===== src/rtl/seg_scan_pkg.sv =====
// ============================================================================
// Module   : seg_scan_pkg
// Purpose  : Shared constants and glyph encoding for the scanned 7-seg driver.
// Revision : 1.0 - initial release
// ============================================================================
`default_nettype none

package seg_scan_pkg;

    localparam logic [7:0] SEG_OFF = 8'hFF;

    // Active-low g..a patterns, entry n is the glyph for hex digit n.
    localparam logic [15:0][6:0] c_glyph_table = {
        7'h0E, 7'h06, 7'h21, 7'h46, 7'h03, 7'h08, 7'h10, 7'h00,
        7'h78, 7'h02, 7'h12, 7'h19, 7'h30, 7'h24, 7'h79, 7'h40
    };

    function automatic logic [7:0] hex_to_glyph(input logic [3:0] nibble, input logic dp);
        return {~dp, c_glyph_table[nibble]};
    endfunction

endpackage

`default_nettype wire


===== src/rtl/seg_scan_timer.sv =====
// ============================================================================
// Module   : seg_scan_timer
// Purpose  : Slot divider and digit index for the scan; flags the frame wrap.
// Revision : 1.0 - initial release
// ============================================================================
`default_nettype none

module seg_scan_timer #(
    parameter int DIGITS   = 8,
    parameter int SCAN_DIV = 100000,
    parameter int IDX_W    = 3,
    parameter int DIV_W    = 17
) (
    input  logic             clk,
    input  logic             rst_n,
    output logic [DIV_W-1:0] o_div_cnt,
    output logic [IDX_W-1:0] o_idx,
    output logic             o_frame_wrap,
    output logic             o_frame_tick
);

    logic [DIV_W-1:0] r_div_cnt;
    logic [IDX_W-1:0] r_idx;
    logic             r_frame_tick;
    logic             w_wrap;
    logic             w_last_digit;

    assign w_wrap       = (r_div_cnt == DIV_W'(SCAN_DIV - 1));
    assign w_last_digit = (r_idx == IDX_W'(DIGITS - 1));

    always_ff @(posedge clk or negedge rst_n) begin
        if (!rst_n) begin
            r_div_cnt    <= '0;
            r_idx        <= '0;
            r_frame_tick <= 1'b0;
        end else begin
            r_frame_tick <= w_wrap && w_last_digit;
            if (w_wrap) begin
                r_div_cnt <= '0;
                r_idx     <= w_last_digit ? '0 : r_idx + 1'b1;
            end else begin
                r_div_cnt <= r_div_cnt + 1'b1;
            end
        end
    end

    assign o_div_cnt    = r_div_cnt;
    assign o_idx        = r_idx;
    assign o_frame_wrap = w_wrap && w_last_digit;
    assign o_frame_tick = r_frame_tick;

endmodule

`default_nettype wire


===== src/rtl/segment_scan_driver.sv =====
// ============================================================================
// Module   : segment_scan_driver
// Purpose  : Multiplexed common-anode 7-seg driver with frame-aligned updates.
//            Optional leading-zero blanking: define SEG_LEADING_ZERO_BLANK_EN.
// Revision : 1.0 - initial release
// ============================================================================
`default_nettype none

module segment_scan_driver
    import seg_scan_pkg::*;
#(
    parameter int DIGITS   = 8,
    parameter int SCAN_DIV = 100000,
    parameter int DEADTIME = 2
) (
    input  logic                  clk,
    input  logic                  rst_n,
    input  logic [4*DIGITS-1:0]   data_in,
    input  logic [DIGITS-1:0]     dp_in,
    input  logic [DIGITS-1:0]     blank_in,
    input  logic                  load,
    output logic                  pending,
    output logic                  frame_tick,
    output logic [DIGITS-1:0]     anode,
    output logic [7:0]            seg_data
);

    localparam int IDX_W = (DIGITS > 1) ? $clog2(DIGITS) : 1;
    localparam int DIV_W = (SCAN_DIV > 1) ? $clog2(SCAN_DIV) : 1;

    logic [DIV_W-1:0]    w_div_cnt;
    logic [IDX_W-1:0]    w_idx;
    logic                w_frame_wrap;

    logic [4*DIGITS-1:0] r_stage_data;
    logic [DIGITS-1:0]   r_stage_dp;
    logic [DIGITS-1:0]   r_stage_blank;
    logic [4*DIGITS-1:0] r_shadow_data;
    logic [DIGITS-1:0]   r_shadow_dp;
    logic [DIGITS-1:0]   r_shadow_blank;
    logic                r_pending;
    logic [DIGITS-1:0]   r_anode;
    logic [7:0]          r_seg;

    logic [DIGITS-1:0]   w_suppress;
    logic [DIGITS-1:0]   w_anode_nxt;
    logic [7:0]          w_seg_nxt;
    logic [3:0]          w_nibble;
    logic                w_dead;

    seg_scan_timer #(
        .DIGITS   (DIGITS),
        .SCAN_DIV (SCAN_DIV),
        .IDX_W    (IDX_W),
        .DIV_W    (DIV_W)
    ) u_timer (
        .clk          (clk),
        .rst_n        (rst_n),
        .o_div_cnt    (w_div_cnt),
        .o_idx        (w_idx),
        .o_frame_wrap (w_frame_wrap),
        .o_frame_tick (frame_tick)
    );

    // Staging always follows load so that it matches the shadow after a
    // load that lands directly on the frame wrap.
    always_ff @(posedge clk or negedge rst_n) begin
        if (!rst_n) begin
            r_stage_data   <= '0;
            r_stage_dp     <= '0;
            r_stage_blank  <= '1;
            r_shadow_data  <= '0;
            r_shadow_dp    <= '0;
            r_shadow_blank <= '1;
            r_pending      <= 1'b0;
            r_anode        <= '1;
            r_seg          <= SEG_OFF;
        end else begin
            if (load) begin
                r_stage_data  <= data_in;
                r_stage_dp    <= dp_in;
                r_stage_blank <= blank_in;
            end
            if (w_frame_wrap) begin
                r_shadow_data  <= load ? data_in  : r_stage_data;
                r_shadow_dp    <= load ? dp_in    : r_stage_dp;
                r_shadow_blank <= load ? blank_in : r_stage_blank;
                r_pending      <= 1'b0;
            end else if (load) begin
                r_pending <= 1'b1;
            end
            r_anode <= w_anode_nxt;
            r_seg   <= w_seg_nxt;
        end
    end

`ifdef SEG_LEADING_ZERO_BLANK_EN
    logic w_zero_run;

    // Walk down from the top digit; the run breaks at the first shown digit.
    always_comb begin
        w_suppress = '0;
        w_zero_run = 1'b1;
        for (int i = DIGITS - 1; i >= 1; i--) begin
            w_zero_run    = w_zero_run && (r_shadow_data[4*i +: 4] == 4'h0) && !r_shadow_dp[i];
            w_suppress[i] = w_zero_run;
        end
    end
`else
    assign w_suppress = '0;
`endif

    assign w_nibble = r_shadow_data[4*w_idx +: 4];
    assign w_dead   = (int'(w_div_cnt) < DEADTIME);

    always_comb begin
        w_anode_nxt = '1;
        w_seg_nxt   = SEG_OFF;
        if (!w_dead) begin
            w_anode_nxt[w_idx] = 1'b0;
            if (!r_shadow_blank[w_idx] && !w_suppress[w_idx]) begin
                w_seg_nxt = hex_to_glyph(w_nibble, r_shadow_dp[w_idx]);
            end
        end
    end

    assign pending  = r_pending;
    assign anode    = r_anode;
    assign seg_data = r_seg;

endmodule

`default_nettype wire

===== config.mk =====
export PLATFORM = sky130hd
export DESIGN_NAME = segment_scan_driver
export DESIGN_NICKNAME = d
export VERILOG_FILES = /design/src/rtl/seg_scan_pkg.sv /design/src/rtl/seg_scan_timer.sv /design/src/rtl/segment_scan_driver.sv
export SDC_FILE = /design/constraint.sdc
export NUM_CORES = 1
export LEC_CHECK = 0
export CAP_MARGIN = 20
export CORE_ASPECT_RATIO = 0.7
export CORE_UTILIZATION = 45
export CTS_BUF_LIST = sky130_fd_sc_hd__clkbuf_16
export CTS_CLUSTER_DIAMETER = 120
export DETAILED_ROUTE_END_ITERATION = 7
export GPL_TIMING_DRIVEN = 1
export PLACE_DENSITY = 0.69
export SYNTH_ARGS = -nofsm -noshare
export SYNTH_HDL_FRONTEND = slang
export SYNTH_HIERARCHICAL = 1
export SYNTH_SLANG_ARGS = --single-unit
export TNS_END_PERCENT = 30

===== constraint.sdc =====
create_clock -name clk -period 7.64 [get_ports clk]
set_input_delay 0.764 -clock clk [delete_from_list [all_inputs] [get_ports clk]]
set_output_delay 0.764 -clock clk [all_outputs]
set_load 0.03 [all_outputs]

Word level (Yosys, flattened, before mapping)

Memory sizes are Yosys's and may differ from the RTL's.
Cells that the tools add are included.
W data, S select, Z words.

Flip-flop bits (word level): 134
Bits in latches: 0
RAM bits: 0
Bits in read-only memories: 120
Output and inout bits: 18
Logic and storage cells: 49
Memories kept: 2

Memory list:

| name            | words | bits a word | rd ports | clocked after memory_dff | write ports | RTL line                   | text |
|---|---|---|---|---|---|---|---|
| (no name shown) | 16    | 7           | 1        | 0                        | 0           | seg_scan_pkg.sv:19         | `return {~dp, c_glyph_table[nibble]};` |
| (no name shown) | 8     | 1           | 1        | 0                        | 0           | segment_scan_driver.sv:121 | `if (!r_shadow_blank[w_idx] && !w_suppress[w_idx]) begin` |

Add/sub/neg operators: 2
Multiply operators: 0
Divide/modulo/power cells: 0
$lt $le $gt $ge: 4
Eq/ne operators: 2
Shifts and indexed selects: 1
Multiplexer cells: 18
Bitwise gates (word level): 2
Reduce and logical (&&, ||, !) cells: 6

Operators by type and width:

| operator                | number |
|---|---|
| $mux W8                 | 5 |
| $mux W32                | 1 |
| $shiftx A32 B6 Y4       | 1 |
| $add A17 B1 Y17 const B | 1 |
| $eq A17 B17 Y1 const B  | 1 |
| $lt A17 B2 Y1 const B   | 1 |
| $mux W17                | 1 |
| $not A8 Y8              | 1 |
| $mux W7                 | 1 |
| $bmux W1 S3             | 2 |
| $mux W1                 | 6 |
| $lt A4 B5 Y1 const B    | 1 |
| $lt A3 B4 Y1 const B    | 1 |
| $add A3 B1 Y3 const B   | 1 |
| $demux W1 S3            | 1 |
| $eq A3 B3 Y1 const B    | 1 |
| $ge A3 B1 Y1 const B    | 1 |
| $logic_and A1 B1 Y1     | 3 |
| $mux W3                 | 1 |
| $logic_not A1 Y1        | 2 |
| $reduce_bool A2 Y1      | 1 |
| $not A1 Y1              | 1 |

Longest topological paths before layout

Gate-level depths: netlist of the first run.

Depth in word-level cells: 6
Depth in mapped cells: 10
Gate-level depth less buffers: 8

Hierarchy

Netlist of the first run, hierarchy kept.

By module, submodules not included:

| module              | times used | cells each | area each (um2) | sequential area each (um2) |
|---|---|---|---|---|
| segment_scan_driver | 1          | 297        | 4783.3          | 2867.8 |
| seg_scan_timer      | 1          | 85         | 979.7           | 525.5 |

Worst setup path after synthesis of the first run

Ideal clock, no wire load.

Path kind: reg-to-reg
Start: register u_timer.r_div_cnt[12] (netlist: u_timer/o_div_cnt[12])
End: register r_shadow_data[22]
Library setup time: 0.125 ns
Arrival time: 2.540 ns
Slack: 4.976 ns
Cell stages (with the launch flop): 7
Path buffers: 2
Clock period less this slack: 2.664 ns
Cells stage by stage: dfrtp_1 > or4b_2 > nor4_1 > and2_1 > buf_1 > clkbuf_1 > mux2_2

Longest elaborated chain between the ends: 2

Ends and longest elaborated chain:

| what                   | RTL line                  | text |
|---|---|---|
| start, declared        | seg_scan_timer.sv:22      | `logic [DIV_W-1:0] r_div_cnt;` |
| start signal, assigned | seg_scan_timer.sv:42      | `r_div_cnt <= r_div_cnt + 1'b1;` |
| $eq A17 B17 Y1         | seg_scan_timer.sv:28      | `assign w_wrap = (r_div_cnt == DIV_W'(SCAN_DIV - 1));` |
| $logic_and A1 B1 Y1    | seg_scan_timer.sv:49      | `assign o_frame_wrap = w_wrap && w_last_digit;` |
| named net w_frame_wrap | segment_scan_driver.sv:33 | `logic w_frame_wrap;` |
| end signal, assigned   | segment_scan_driver.sv:85 | `r_shadow_data <= load ? data_in : r_stage_data;` |
| end, declared          | segment_scan_driver.sv:38 | `logic [4*DIGITS-1:0] r_shadow_data;` |

The timed path passes the listed nets, and every way through them passes these cells.
A chain may end at the register's enable or synchronous reset.

Final worst setup path of the first run

Start: register u_timer.r_idx[0] (netlist: u_timer/o_idx[0])
End: register r_seg[3] (netlist: seg_data[3])

Longest elaborated chain between the ends: 6
Elaborated cells between the ends (all ways): 12
Those cells by class: 1 x shift; 6 x mux; 3 x reduce/logical; 2 x memory

Ends and longest elaborated chain:

| what                                                                   | RTL line                   | text |
|---|---|---|
| start, declared                                                        | seg_scan_timer.sv:23       | `logic [IDX_W-1:0] r_idx;` |
| start signal, assigned                                                 | seg_scan_timer.sv:40       | `r_idx <= w_last_digit ? '0 : r_idx + 1'b1;` |
| parallel branches: the longest is 4 deep, another holds $mem_v2 Z16 W7 | n/a                        |  |
| $mux W8 (*)                                                            | segment_scan_driver.sv:121 |  |
| $mux W8 (*)                                                            | segment_scan_driver.sv:119 | `if (!w_dead) begin` |
| named net w_seg_nxt[3]                                                 | segment_scan_driver.sv:47  | `logic [7:0] w_seg_nxt;` |
| end signal, assigned                                                   | segment_scan_driver.sv:93  | `r_seg <= w_seg_nxt;` |
| end, declared                                                          | segment_scan_driver.sv:43  | `logic [7:0] r_seg;` |

Mark *: on every way through the listed nets, which the timed path passes. The select of a mux whose other input is x is not followed.

==> results of run 1 <==
-- metal layers --
| metal | GRT usage | wire length [um] | share of wire | up-vias |
|---|---|---|---|---|
| li1 | - | - | - | 1528 |
| met5 | 0 | 0 | 0 | - |
| met4 | 0.0659 | 99 | 0.0095 | 0 |
| met1 | 0.263 | 5200 | 0.50 | 1691 |
| met3 | 0.0503 | 432 | 0.041 | 8 |
| met2 | 0.246 | 4690 | 0.45 | 79 |
-- state kept, by name (all words and copies together), names as in the netlist --
signal,flops
u_timer/o_div_cnt,17
anode,8
r_shadow_blank,8
pending,1
r_shadow_dp,8
u_timer/o_idx,3
r_stage_dp,8
r_stage_data,32
seg_data,8
u_timer/o_frame_tick,1
r_shadow_data,32
r_stage_blank,8
-- through the flow --
stage	worst slack [ns]	power, uW	util	instance area [um^2]	hold slack, ns
after CTS	4.67	1720	0.577	7200	0.380
after global placement	4.68	838	0.525	6540	0.477
final	4.68	1700	0.581	7240	0.361
after global routing	4.48	1760	0.581	7240	0.401
after detailed placement	4.69	841	0.526	6560	0.485
after floorplan	4.98	789	-	5760	0.451
-- where the power goes --
group | total [uW] | switching [uW] | internal (uW)
clock network | 867 | 293 | 574
logic | 84.9 | 37.0 | 47.9
registers | 745 | 6.35 | 739
total | 1700 | 337 | 1360
-- how the worst min path moves through the flow --
stage                                              start                        endpoint  cells after the start
after floorplan           u_timer/o_div_cnt[0]$_DFF_PN0_  u_timer/o_div_cnt[0]$_DFF_PN0_                      1
after global placement    u_timer/o_div_cnt[0]$_DFF_PN0_  u_timer/o_div_cnt[0]$_DFF_PN0_                      1
after detailed placement       r_stage_data[6]$_DFF_PN0_       r_stage_data[6]$_DFF_PN0_                      1
after CTS                                          rst_n      r_stage_data[20]$_DFF_PN0_                      1
after global routing                               rst_n      r_stage_data[20]$_DFF_PN0_                      1
final                                              rst_n      r_stage_data[20]$_DFF_PN0_                      1
-- final cells by class --
class,count,area (um^2)
Sequential cell,134,3390
Clock buffer,17,425
Multi-Input combinational cell,226,2250
Timing Repair Buffer,72,748
Tap cell,162,203
Fill cell,981,5220
Inverter,4,15.0
Clock inverter,15,210
-- Yosys cell counts --
cell type	number	area, um^2
mux2_2	104	1170
dfrtp_1	102	2550
dfstp_2	32	841
nor2_1	16	60.1
nand2_1	15	56.3
xnor2_1	12	105
ha_1	9	113
nand3_1	9	45.0
mux4_1	8	210
buf_1	7	26.3
nor4_1	7	43.8
mux2i_1	6	60.1
nand4_1	5	31.3
clkbuf_1	4	15.0
inv_1	4	15.0
mux4_2	4	90.1
nor2b_1	4	25.0
and2_1	3	18.8
buf_2	3	15.0
o221ai_1	3	26.3
xor2_1	3	26.3
buf_6	2	22.5
nand2b_1	2	12.5
nor3_1	2	10.0
o211ai_1	2	15.0
a21oi_1	1	5.00
and3_1	1	6.26
and4_1	1	8.76
buf_12	1	20.0
buf_4	1	7.51
mux2_4	1	15.0
mux2i_4	1	22.5
nand4b_1	1	8.76
nor4_4	1	21.3
o21ai_1	1	5.00
o22ai_1	1	6.26
or2_2	1	6.26
or4b_2	1	10.0
or4b_4	1	13.8
-- cell usage in the layout (no fill, tap or decap), types with 3 or more instances in the layout --
cell / synthesis / layout
nor2_1: 16 / 16
dfrtp_1: 102 / 102
nor2b_1: 4 / 4
xnor2_1: 12 / 12
nand4_1: 5 / 5
ha_1: 9 / 9
nor4_1: 7 / 7
mux2i_1: 6 / 6
bufinv_16: 0 / 5
clkinvlp_4: 0 / 3
clkdlybuf4s50_1: 0 / 66
clkbuf_16: 0 / 17
nand2_1: 15 / 15
inv_1: 4 / 5
mux2_2: 104 / 104
dfstp_2: 32 / 32
o221ai_1: 3 / 3
nand3_1: 9 / 9
clkinv_1: 0 / 3
xor2_1: 3 / 3
mux4_2: 4 / 4
mux4_1: 8 / 8
-- cells by family (layout without fill, tap and decap cells) --
| logic type | after synthesis | after routing | synth area share |
|---|---|---|---|
| flip-flops | 134 | 134 | 0.589 |
| multiplexers | 124 | 124 | 0.272 |
| AND/OR/NAND/NOR | 70 | 70 | 0.0656 |
| buffers and inverters | 22 | 108 | 0.0211 |
| XOR/XNOR | 15 | 15 | 0.0228 |
| adder cells (fa/ha/maj) | 9 | 9 | 0.0195 |
| AO/OA/AOI/OAI | 8 | 8 | 0.00999 |
==> run_results.csv, run 1 <==
group,metric,value,unit
floorplanning,io-pin-count,69,
detailed_routing,drc,0,
clocking,clock-root-buffer,"clkbuf_16",
critical_path,crit_chain,"mux4_1, mux2_2, inv_1, ha_1, inv_1, mux2i_1, mux2_2, nand2_1",
hold_path,hold_path.class,"in -> async",
critical_path,worstSetupPathDepth,8,
sta,final-hold-violation-count,0,
detailed_routing,firstDrtPassIters,4,
placed_design,dp.cells,596,
power,vdd_drop_max,0.166,mV
sta,min_period_over_period,0.387,
clocking,cts_num_sinks,134,
synth,syn-cell-area,5760,um^2
synth,synth.yosys.seq_area_share,0.589,
floorplanning,chipHeight,96.7,um
sta,rsz0062_at_grt,"no",
sta,fin_crit,2.96,ns
synth,yosys_warnings,6,
critical_path,rrSetupSlack,4.68,ns
clocking,cts_tree,"built",
clocking,clk_pin_slew,0.05,ns
grt,antenna_found_initial,0,
grt,grt_overflow,0,
sta,tightest_slew,0.859,ns
detailed_routing,wl,10400,um
critical_path,endpoint,"seg_data[3]$_DFF_PN1_",
synth,synthDistinctLibCells,39,
floorplanning,start_util,0.462,
synth,synthCells,382,
grt,grt_max_degree,85,
run_status,outcome,"completed",
floorplanning,die_x,137,um
clocking,clock_latency,0.41,ns
sta,relSlewSlack,0.411,
grt,grt_pass1_vias,3443,
final_layout,final_cells,630,
placed_design,gp_congestion,0.858,
placed_design,dp_hpwl,6860,um
sta,setup_tns,0,ns
power,power.density,234,nW/um^2
floorplanning,die_area,13300,um^2
critical_path,critPathLaunchType,"register",
critical_path,reg2regPathDepth,8,
synth,synth_seq_cells,134,
clocking,htree_levels,4,
placed_design,placement.io_buffers,68,
floorplanning,design.core.area,12500,um^2
final_layout,layout.nets,515,
critical_path,worstPathMaxFanout,17,
critical_path,slowest_stage,"dfrtp_1",
grt,grt_use_total,0.177,
critical_path,r2r-start,"u_timer/o_idx[0]$_DFFE_PN0N_",
critical_path,critPathLaunch,"u_timer/o_idx[0]$_DFFE_PN0N_",
clocking,ctsHoldBuffers,0,
final_layout,antenna_cells,0,
power,p_leak,0.00318,uW
critical_path,critPathCaptureType,"register",
sta,max_clock_freq,338,MHz
clocking,post_cts_buffers,0,
detailed_routing,wire_per_inst,16.5,um
sta,setup_viol,0,
sta,drv_slew,0,
clocking,cts_buffers,17,
critical_path,critPathBufInv,2,
critical_path,path_class,"reg -> reg",
critical_path,arrival,3.31,ns
synth,synth_nets,442,
clocking,cts_resized,0,
critical_path,timing.rr.end,"seg_data[3]$_DFF_PN1_",
detailed_routing,drt.antenna.violating_nets,0,
synth,avgSynthCellArea,15.1,um^2
critical_path,critPathTopFamily,"multiplexers",
grt,grt_pass1_wl,17500,um
detailed_routing,via_count,3306,
floorplanning,rows,34,
final_layout,drive_above_1_share,0.387,
sta,skew,0.00856,ns
final_layout,area_growth,25.7,%
clocking,cts_buffer_depth,2,
detailed_routing,via_per_inst,5.25,
detailed_routing,dr.first_iter.drc_count,177,
flow_run,cap_violations,0,
critical_path,worstPathRequired,7.99,ns
critical_path,slowest_delay,0.92,ns
Note: power is estimated with default switching activity, not from simulation.
==> inputs of run 2 (changes only) <==
Clock period 7.64 ns to 2.85 ns, I/O delays scaled along.
==> run_results.csv, run 2 (synthesized netlist as in run 1, its figures left out) <==
group,metric,value,unit
critical_path,worstPathMaxFanout,17,
grt,antenna_found_initial,0,
final_layout,antenna_cells,0,
final_layout,drive_above_1_share,0.399,
power,swShare,0.223,
sta,drv_slew,0,
placed_design,dp.cells,603,
critical_path,reg2regPathDepth,9,
run_status,outcome,"completed",
grt,grt_use_met1,0.267,
final_layout,nFillCells,984,
grt,grt_pass1_wl,18000,um
grt,top_usage_layer,"met1",
placed_design,gp_congestion,0.852,
critical_path,critPathLaunchType,"register",
critical_path,critPathTopFamily,"multiplexers",
power,p_leak,0.00316,uW
floorplanning,rows,34,
power,p_seq_frac,0.469,
final_layout,fin_area,7210,um^2
clocking,cts_buffer_depth,2,
grt,grt_pass1_vias,3475,
critical_path,worstPathRequired,3.20,ns
final_layout,final_cell_mix,"104 x mux2_2, 102 x dfrtp_1, 66 x clkdlybuf4s50_1, 32 x dfstp_2, 17 x clkbuf_16",
final_layout,area_growth,25.1,%
detailed_routing,via_per_inst,5.20,
detailed_routing,wl,10500,um
grt,grt_max_degree,70,
critical_path,crit_chain,"buf_4, mux4_1, mux2_2, inv_1, ha_1, inv_1, mux2i_1, mux2_2, nand2_1",
detailed_routing,firstDrtPassIters,4,
floorplanning,die_x,137,um
critical_path,r2r-start,"u_timer/o_idx[0]$_DFFE_PN0N_",
detailed_routing,wire_per_inst,16.5,um
critical_path,slowest_delay,0.64,ns
final_layout,layout.nets,521,
final_layout,final_cells,636,
grt,grt_use_met3,0.0571,
clocking,cts_resized,0,
critical_path,slowest_stage,"mux4_1",
floorplanning,start_util,0.462,
flow_run,cap_violations,0,
power,power.density,591,nW/um^2
sta,setup_tns,0,ns
placed_design,dp_hpwl,7140,um
detailed_routing,drt.antenna.violating_nets,0,
critical_path,critPathBufInv,3,
hold_path,hold_path.class,"in -> async",
placed_design,place_area,6640,um^2
sta,max_clock_freq,398,MHz
critical_path,arrival,2.86,ns
clocking,post_cts_buffers,0,
clocking,cts_num_sinks,134,
floorplanning,io-pin-count,69,
sta,rsz0062_at_grt,"no",
grt,use_met2,0.258,
sta,tightest_slew,0.570,ns
clocking,clock_latency,0.41,ns
detailed_routing,dr.first_iter.drc_count,194,
sta,setup_viol,0,
floorplanning,die_area,13300,um^2
power,clockPowerShare,0.478,
power,vdd_drop_max,0.459,mV
clocking,cts_buffers,17,
grt,grt_overflow,0,
detailed_routing,drc,0,
power,combPwrFrac,0.053,
final_layout,mostFrequentLayoutCell,"mux2_2",
clocking,clock-root-buffer,"clkbuf_16",
power,p_int,3310,uW
critical_path,timing.rr.end,"seg_data[3]$_DFF_PN1_",
placed_design,placement.io_buffers,68,
sta,relSlewSlack,0.620,
grt,grt_use_total,0.183,
power,power_switching,951,uW
critical_path,path_class,"reg -> reg",
sta,fin_crit,2.51,ns
sta,min_period_over_period,0.881,
clocking,htree_levels,4,
floorplanning,design.core.area,12500,um^2
clocking,cts_tree,"built",
sta,final-hold-violation-count,0,
critical_path,critPathCaptureType,"register",
sta,skew,0.00844,ns
detailed_routing,via_count,3307,
floorplanning,chipHeight,96.7,um
critical_path,rrSetupSlack,0.34,ns
clocking,clk_pin_slew,0.06,ns
run 2: worst max path at each step:
stage,start,to,slack [ns],cells after the start
2_1_floorplan,u_timer/o_div_cnt[12]$_DFF_PN0_,r_shadow_data[22]$_DFFE_PN0P_,0.19,6
3_3_place_gp,u_timer/o_idx[0]$_DFFE_PN0N_,seg_data[3]$_DFF_PN1_,0.45,9
3_5_place_dp,u_timer/o_idx[0]$_DFFE_PN0N_,seg_data[3]$_DFF_PN1_,0.37,9
4_1_cts,u_timer/o_idx[0]$_DFFE_PN0N_,seg_data[3]$_DFF_PN1_,0.34,9
5_1_grt,u_timer/o_idx[0]$_DFFE_PN0N_,seg_data[3]$_DFF_PN1_,0.21,9
6_report,u_timer/o_idx[0]$_DFFE_PN0N_,seg_data[3]$_DFF_PN1_,0.34,9
run 2: layer usage:
metal  vias up  part of all wire
li1       1538                 -
met1      1691              0.50
met2        68              0.44
met3        10             0.043
met4         0             0.010
met5         -                 0
run 2: cell type report:
class | instances | area, um^2 | share of cell area
sequential | 134 | 3390 | 0.471
clock buffer | 17 | 425 | 0.0590
multi-input combinational | 226 | 2250 | 0.312
clock inverter | 15 | 133 | 0.0184
inverter | 4 | 15.0 | 0.00208
tap | 162 | 203 | 0.0281
timing repair buffer | 78 | 788 | 0.109
run 2: per-stage QoR:
step / total power (uW) / setup slack, ns / utilization / hold WS, ns
4_1_cts: 4310 / 0.338 / 0.578 / 0.332
3_3_place_gp: 2250 / 0.451 / 0.533 / 0.222
2_1_floorplan: 2120 / 0.186 / - / -0.0106
3_5_place_dp: 2260 / 0.368 / 0.533 / 0.226
5_1_grt: 4430 / 0.215 / 0.578 / 0.363
6_report: 4260 / 0.339 / 0.578 / 0.337
run 2: power groups by stage:
stage / Combinational [uW] / Sequential [uW] / Clock (uW)
after floorplan: 93.2 / 2020 / 0
after global placement: 227 / 2030 / 0
after detailed placement: 231 / 2030 / 0
after CTS: 234 / 2000 / 2080
after global routing: 252 / 2000 / 2180
final: 227 / 2000 / 2040
run 2: worst register-to-register path, delay by kind of cell (launching register included):
family	cells	cell delay [ns]
simple gates	1	0.07
buf+inv	3	0.50
mux	4	1.29
fa+ha+maj	1	0.26
flops	1	0.33
run 2: what timing repair did:
item                                    4_1_cts  5_1_grt
hold buffers                                  1        0
endpoints found under the setup margin        0        0
endpoints found under the hold margin        15        0
==> inputs of run 3 (changes only) <==
Settings changed: SKIP_LAST_GASP from default to 1.
==> results of run 3 <==
The final DEF is identical to that of run 2; final timing and power are the same.
